File: src/rtl/scroll_banner_gen_if.sv
// scroll_banner_gen_if: message RAM write port.
// The host drives slot writes; the banner consumes them.
interface scroll_banner_gen_if #(
  parameter int MSG_LEN = 32
);
  localparam int AW = $clog2(MSG_LEN);

  logic          wr_en;
  logic [AW-1:0] wr_addr;
  logic [6:0]    wr_data;

  modport master (
    output wr_en, wr_addr, wr_data
  );

  modport slave (
    input wr_en, wr_addr, wr_data
  );
endinterface

File: src/rtl/scroll_banner_gen.sv
// scroll_banner_gen: scrolling text band on a VGA raster.
// Message RAM -> external font ROM -> colour, 3-cycle pipeline.
module scroll_banner_gen #(
  parameter int         MSG_LEN = 32,
  parameter int         V_RES   = 480,
  parameter int         TOP_ROW = 224,
  parameter logic [2:0] FG      = 3'b111,
  parameter logic [2:0] BG      = 3'b001
) (
  input  logic                clk,
  input  logic                rst,
  input  logic [11:0]         pixel_x,
  input  logic [11:0]         pixel_y,
  input  logic                video_on,
  input  logic                hsync,
  input  logic                vsync,
  input  logic [1:0]          scale,
  input  logic [1:0]          speed,
  input  logic                dir,
  scroll_banner_gen_if.slave  wr,
  output logic [10:0]         font_addr,
  input  logic [7:0]          font_data,
  output logic [2:0]          rgb,
  output logic                video_on_out,
  output logic                hsync_out,
  output logic                vsync_out
);

  localparam int AW = $clog2(MSG_LEN);
  localparam int OW = AW + 6;
  localparam logic [11:0] TICK_Y = 12'(V_RES);
  localparam logic [11:0] TOP_Y  = 12'(TOP_ROW);
  localparam logic [6:0]  SPACE  = 7'h20;

  typedef struct packed {
    logic [2:0] col;
    logic       band;
    logic       von;
    logic       hs;
    logic       vs;
  } stg_t;

  localparam stg_t STG_RST = '{
    col: 3'd0, band: 1'b0, von: 1'b0, hs: 1'b1, vs: 1'b1
  };

  // Codes are stored XOR 0x20, so the all-zero
  // power-up array reads back as spaces.
  logic [6:0]    mem [MSG_LEN];

  logic [1:0]    scale_q;
  logic [OW-1:0] offset;
  logic [OW-1:0] mask;
  logic [OW-1:0] step;
  logic          tick;

  logic [OW-1:0] vx;
  logic [11:0]   dy;
  logic [11:0]   band_end;
  logic [AW-1:0] ch;
  logic [2:0]    col;
  logic [3:0]    row;
  logic          in_band;

  stg_t          s1;
  stg_t          s2;
  logic [2:0]    rgb_d;

  // Frame-level terms: W-1 mask, tick, next scroll step.
  always_comb begin
    mask = {OW{1'b1}} >> (2'd3 - scale_q);
    tick = (pixel_x == '0) && (pixel_y == TICK_Y);
    if (dir)
      step = offset - OW'(speed);
    else
      step = offset + OW'(speed);
  end

  // Scale and offset move only on the frame tick.
  always_ff @(posedge clk) begin
    if (rst) begin
      offset  <= '0;
      scale_q <= '0;
    end else if (tick) begin
      if (scale != scale_q) begin
        scale_q <= scale;
        offset  <= '0;
      end else begin
        offset  <= step & mask;
      end
    end
  end

  // Map the raster position into banner space.
  always_comb begin
    vx       = (OW'(pixel_x) + offset) & mask;
    dy       = pixel_y - TOP_Y;
    band_end = TOP_Y + (12'd16 << scale_q);
    ch       = AW'(vx >> (3 + scale_q));
    col      = 3'(vx >> scale_q);
    row      = 4'(dy >> scale_q);
    in_band  = (pixel_y >= TOP_Y) &&
               (pixel_y < band_end);
  end

  // Message RAM write port; no reset on contents.
  always_ff @(posedge clk) begin
    if (wr.wr_en)
      mem[wr.wr_addr] <= wr.wr_data ^ SPACE;
  end

  // Stage 1: read-first RAM lookup and pixel tags.
  always_ff @(posedge clk) begin
    if (rst) begin
      font_addr <= '0;
      s1        <= STG_RST;
    end else begin
      font_addr <= {mem[ch] ^ SPACE, row};
      s1        <= '{
        col: col, band: in_band, von: video_on,
        hs: hsync, vs: vsync
      };
    end
  end

  // Stage 2: tags wait while the ROM fetches the row.
  always_ff @(posedge clk) begin
    if (rst)
      s2 <= STG_RST;
    else
      s2 <= s1;
  end

  // Colour pick: blanking, band, then glyph bit.
  always_comb begin
    rgb_d = 3'b000;
    if (!s2.von)
      rgb_d = 3'b000;
    else if (!s2.band)
      rgb_d = 3'b000;
    else if (font_data[3'd7 - s2.col])
      rgb_d = FG;
    else
      rgb_d = BG;
  end

  // Stage 3: registered colour and re-timed syncs.
  always_ff @(posedge clk) begin
    if (rst) begin
      rgb          <= 3'b000;
      video_on_out <= 1'b0;
      hsync_out    <= 1'b1;
      vsync_out    <= 1'b1;
    end else begin
      rgb          <= rgb_d;
      video_on_out <= s2.von;
      hsync_out    <= s2.hs;
      vsync_out    <= s2.vs;
    end
  end

endmodule

File: src/flat_wrapper.sv
// flat-port wrapper written by rule: the top's interface ports become plain ports
module scroll_banner_gen_flat 
#(
  parameter int         MSG_LEN = 32,
  parameter int         V_RES   = 480,
  parameter int         TOP_ROW = 224,
  parameter logic [2:0] FG      = 3'b111,
  parameter logic [2:0] BG      = 3'b001
)
  (clk, rst, pixel_x, pixel_y, video_on, hsync, vsync, scale, speed, dir, font_addr, font_data, rgb, video_on_out, hsync_out, vsync_out, wr_wr_en, wr_wr_addr, wr_wr_data);
  scroll_banner_gen_if #(.MSG_LEN(MSG_LEN)) wr_i ();
  input  logic clk;
  input  logic rst;
  input  logic [11:0] pixel_x;
  input  logic [11:0] pixel_y;
  input  logic video_on;
  input  logic hsync;
  input  logic vsync;
  input  logic [1:0] scale;
  input  logic [1:0] speed;
  input  logic dir;
  output logic [10:0] font_addr;
  input  logic [7:0] font_data;
  output logic [2:0] rgb;
  output logic video_on_out;
  output logic hsync_out;
  output logic vsync_out;
  input wire logic [$bits(wr_i.wr_en)-1:0] wr_wr_en;
  input wire logic [$bits(wr_i.wr_addr)-1:0] wr_wr_addr;
  input wire logic [$bits(wr_i.wr_data)-1:0] wr_wr_data;
  assign wr_i.wr_en = wr_wr_en;
  assign wr_i.wr_addr = wr_wr_addr;
  assign wr_i.wr_data = wr_wr_data;
  scroll_banner_gen #(.MSG_LEN(MSG_LEN), .V_RES(V_RES), .TOP_ROW(TOP_ROW), .FG(FG), .BG(BG)) u_core (.clk(clk), .rst(rst), .pixel_x(pixel_x), .pixel_y(pixel_y), .video_on(video_on), .hsync(hsync), .vsync(vsync), .scale(scale), .speed(speed), .dir(dir), .wr(wr_i), .font_addr(font_addr), .font_data(font_data), .rgb(rgb), .video_on_out(video_on_out), .hsync_out(hsync_out), .vsync_out(vsync_out));
endmodule
File: config.mk
export PLATFORM = sky130hd
export DESIGN_NAME = scroll_banner_gen_flat
export DESIGN_NICKNAME = d
export VERILOG_FILES = /design/src/rtl/scroll_banner_gen_if.sv /design/src/rtl/scroll_banner_gen.sv /design/src/flat_wrapper.sv
export SDC_FILE = /design/constraint.sdc
export NUM_CORES = 1
export LEC_CHECK = 0
export ABC_AREA = 1
export BUFFER_PORTS_ARGS = -buffer_cell sky130_fd_sc_hd__buf_2
export CORE_MARGIN = 1
export CORE_UTILIZATION = 30
export DETAILED_ROUTE_END_ITERATION = 7
export MAX_ROUTING_LAYER = met4
export PLACE_DENSITY = 0.5
export SLEW_MARGIN = 0
export SYNTH_ARGS = -nofsm -noshare
export SYNTH_HDL_FRONTEND = slang
export SYNTH_SLANG_ARGS = --single-unit
File: constraint.sdc
create_clock -name clk -period 4.3 [get_ports clk]
set_input_delay 1.29 -clock clk [delete_from_list [all_inputs] [get_ports clk]]
set_output_delay 1.29 -clock clk [all_outputs]
set_load 0.01 [all_outputs]
==> impl_metrics.toml <==
[timing]
finClkSkew_ps = 19.96
maxSlewViolCount = 0
slew_headroom = 0.2805
min_period_ps = 3606
fin_setup_tns_ps = 0
fmaxAchievable_ghz = 0.2773
worst_pin_slew_ps = 1078
whs_ps = 406.0
final-hold-violation-count = 0
setup_viol = 0
period_share = 0.8386
rsz0062_at_grt = "false"

[clock_tree]
clk_root_buffer_cell = "clkbuf_16"
cts_tree = "done"
clkLatencyLatePin_ps = 590
cts_sinks = 267
htreeDepth = 1
clk_pin_slew_ps = 60
post_cts_buffers = 0
cts_made_buffers = 31
cts.hold.buffers_added = 0
clockBufferDepth = 3
cts_resized = 0

[logic_synthesis]
synth_fp_nets = 1334
ys_types = 42
async_flop_share = 0
synth_flop_cell = "edfxtp_1"
netlist_instances = 1247
synth_warnings = 0
synth-seq-area-share = 0.6110
synth-edff-count = 224
syn-mean-instance-area_um2 = 9.958
ys_top_cells_by_area = "edfxtp_1 (54%), nand3_1 (12%), nand2_1 (8.4%), dfxtp_1 (6.9%), ha_1 (3.0%)"
synth_area_leader_cell = "edfxtp_1"
ys_ff_latch = 267
synth_top_area_share = 0.5417
syn_area_mm2 = 0.01242

[floorplanning]
die_x_um = 205.5
initial_core_util = 0.3041
design.portCount = 72
coreArea_mm2 = 0.04083
die_h_um = 205.5
rows = 74
dieArea_mm2 = 0.04221

[route]
drt_iter0_drc = 686
dr.pass1.iters = 5
vias_per_cell = 4.936
wl_per_cell_um = 18.37
num_vias = 9216
route.detailed.drc = 0
ant_nets = 0
routed_wirelength_mm = 34.29

[cells_and_area]
most-common-layout-cells = "nand3_1 (306), nand2_1 (276), edfxtp_1 (224), inv_1 (98), nor2_1 (72)"
layout-drive-gt1-share = 0.1221
n_antenna_cell = 0
fin_nets = 1398
fin_area_mm2 = 0.01440
layout_commonest_cell = "nand3_1"
area_growth_pct = 15.98
fill_cells = 4133

[grt]
grt-ovfl-total = 0
grt_pass1_vias = 8868
grt_max_degree = 57
antenna_found_initial = 0
track_usage = 0.1683
grt_pass1_wl_mm = 52.90

[critical_path]
end_kind = "register"
cp.arrival_ps = 4110
crit_buf_inv = 2
criticalPathCategory = "in -> reg"
cpMostUsedCell = "nand3_1"
cp_max_fo = 34
rr_worst_depth = 13
cp-start-kind = "primary input"
rrSetupSlack_ps = 900
cp_data_required_time_ps = 4800
reg2reg_to = "u_core.font_addr[6]"
critical_path.top_delay_family = "simple AND/OR/NAND/NOR gates"
max_stage_delay_ps = 450
r2r-start = "u_core.scale_q[1]"
slowest_stage = "fa_1"
crit_chain = "buf_2, ha_1, fa_1, nand2_1, nand2_1, nand3_1, nand2_1, nand2_1, nand3_2, nand3_4, buf_4, nand3_1, nand3_1, nand3_1, nand3_1, nand3_1, a21oi_1"

[hold_path]
hold_start = "u_core.s1[5]"
whs_path_depth = 2
holdPathEnd = "u_core.s2[5]"
hold_path.class = "reg -> reg"

[flow_run]
drv_cap = 0

[placed_design]
gp_congestion = 0.8504
numPortBuffers = 71
dpl.hpwl_mm = 21.58
placed_area_mm2 = 0.01335

[power_and_ir_drop]
peakVddDrop_mv = 0.3111
p_leak_nw = 5.593
p_per_area_mw_per_mm2 = 417.9

[run_status]
status = "finished, final reports clean"
[cells in the mapped netlist (all sizes together) (3+ instances only)]
cell    number
dfxtp       43
a21oi       38
o21bai       4
inv         98
nand3      311
nor3         7
a31oi        3
nor4         8
xor2         5
or2         11
nor2        73
edfxtp     224
o21ai       21
ha          30
nand4        9
nand2      281
clkbuf      17
o211ai       4
buf         40
[layer usage]
layer  GRT usage  part of all wire  up-vias
met5           -                 0        -
met4     0.03148             0.016        0
met3     0.02407             0.054       35
met2      0.2653              0.46      261
met1      0.2316              0.47     4439
li1            -                 -     4481
[logic make-up after synthesis]
family,share of synthesized area
AOI/OAI and AO/OA,0.03768
xor gates and xnor gates,0.004937
adders and majority gates,0.03345
buffers and inverters,0.05562
DFF,0.6110
muxes,0.0008061
and+or+nand+nor,0.2565
[worst max-delay path by stage]
stage	endpoint	cells past startpoint	slack [ps]	start
floorplan	u_core.font_addr[7]	17	890	pixel_x[0]
global placement	u_core.font_addr[6]	17	160	pixel_x[0]
detailed placement	u_core.font_addr[6]	17	120	pixel_x[0]
CTS	u_core.font_addr[6]	17	740	pixel_x[0]
global route	u_core.font_addr[6]	17	500	pixel_x[0]
finish	u_core.font_addr[4]	17	690	pixel_x[0]
[area by class of cell]
cell class / count / area, um^2 / share of cell area
clock buffers: 35 / 790.8 / 0.05490
clock inverters: 22 / 259.0 / 0.01798
inverters: 99 / 371.6 / 0.02580
multi-input cells: 824 / 4145 / 0.2878
flip-flops and latches: 267 / 7587 / 0.5268
well taps: 532 / 665.6 / 0.04622
repair buffers: 88 / 583.1 / 0.04048
[flip-flops by register name, summed over array words and instances, names as in the netlist]
signal and count:
u_core.video_on_out 1, u_core.font_addr 11, u_core.rgb 2, u_core.vsync_out 1, u_core.s1 7, u_core.scale_q 2, u_core.mem 224, u_core.hsync_out 1
u_core.s2 7, u_core.offset 11
[through the flow]
stage	setup slack [ps]	power, W	util	instances
floorplan	894.7	0.003158	-	1247
global placement	164.0	0.003352	0.3270	1810
detailed placement	116.2	0.003354	0.3270	1810
CTS	741.0	0.006076	0.3527	1867
global route	497.0	0.006207	0.3527	1867
finish	693.9	0.006019	0.3527	1867
[tightest hold or removal path: stages, from the launching register on]
cell	delay, ps
dfxtp_1	300
inv_1	40
nor2_1	30
[where the power goes]
group	total [W]	switching, W	internal [W]
sequential	0.00286	0.0000148	0.00284
combinational	0.000439	0.000305	0.000134
clock	0.00272	0.00109	0.00163
(Power assumes the default switching activity.)
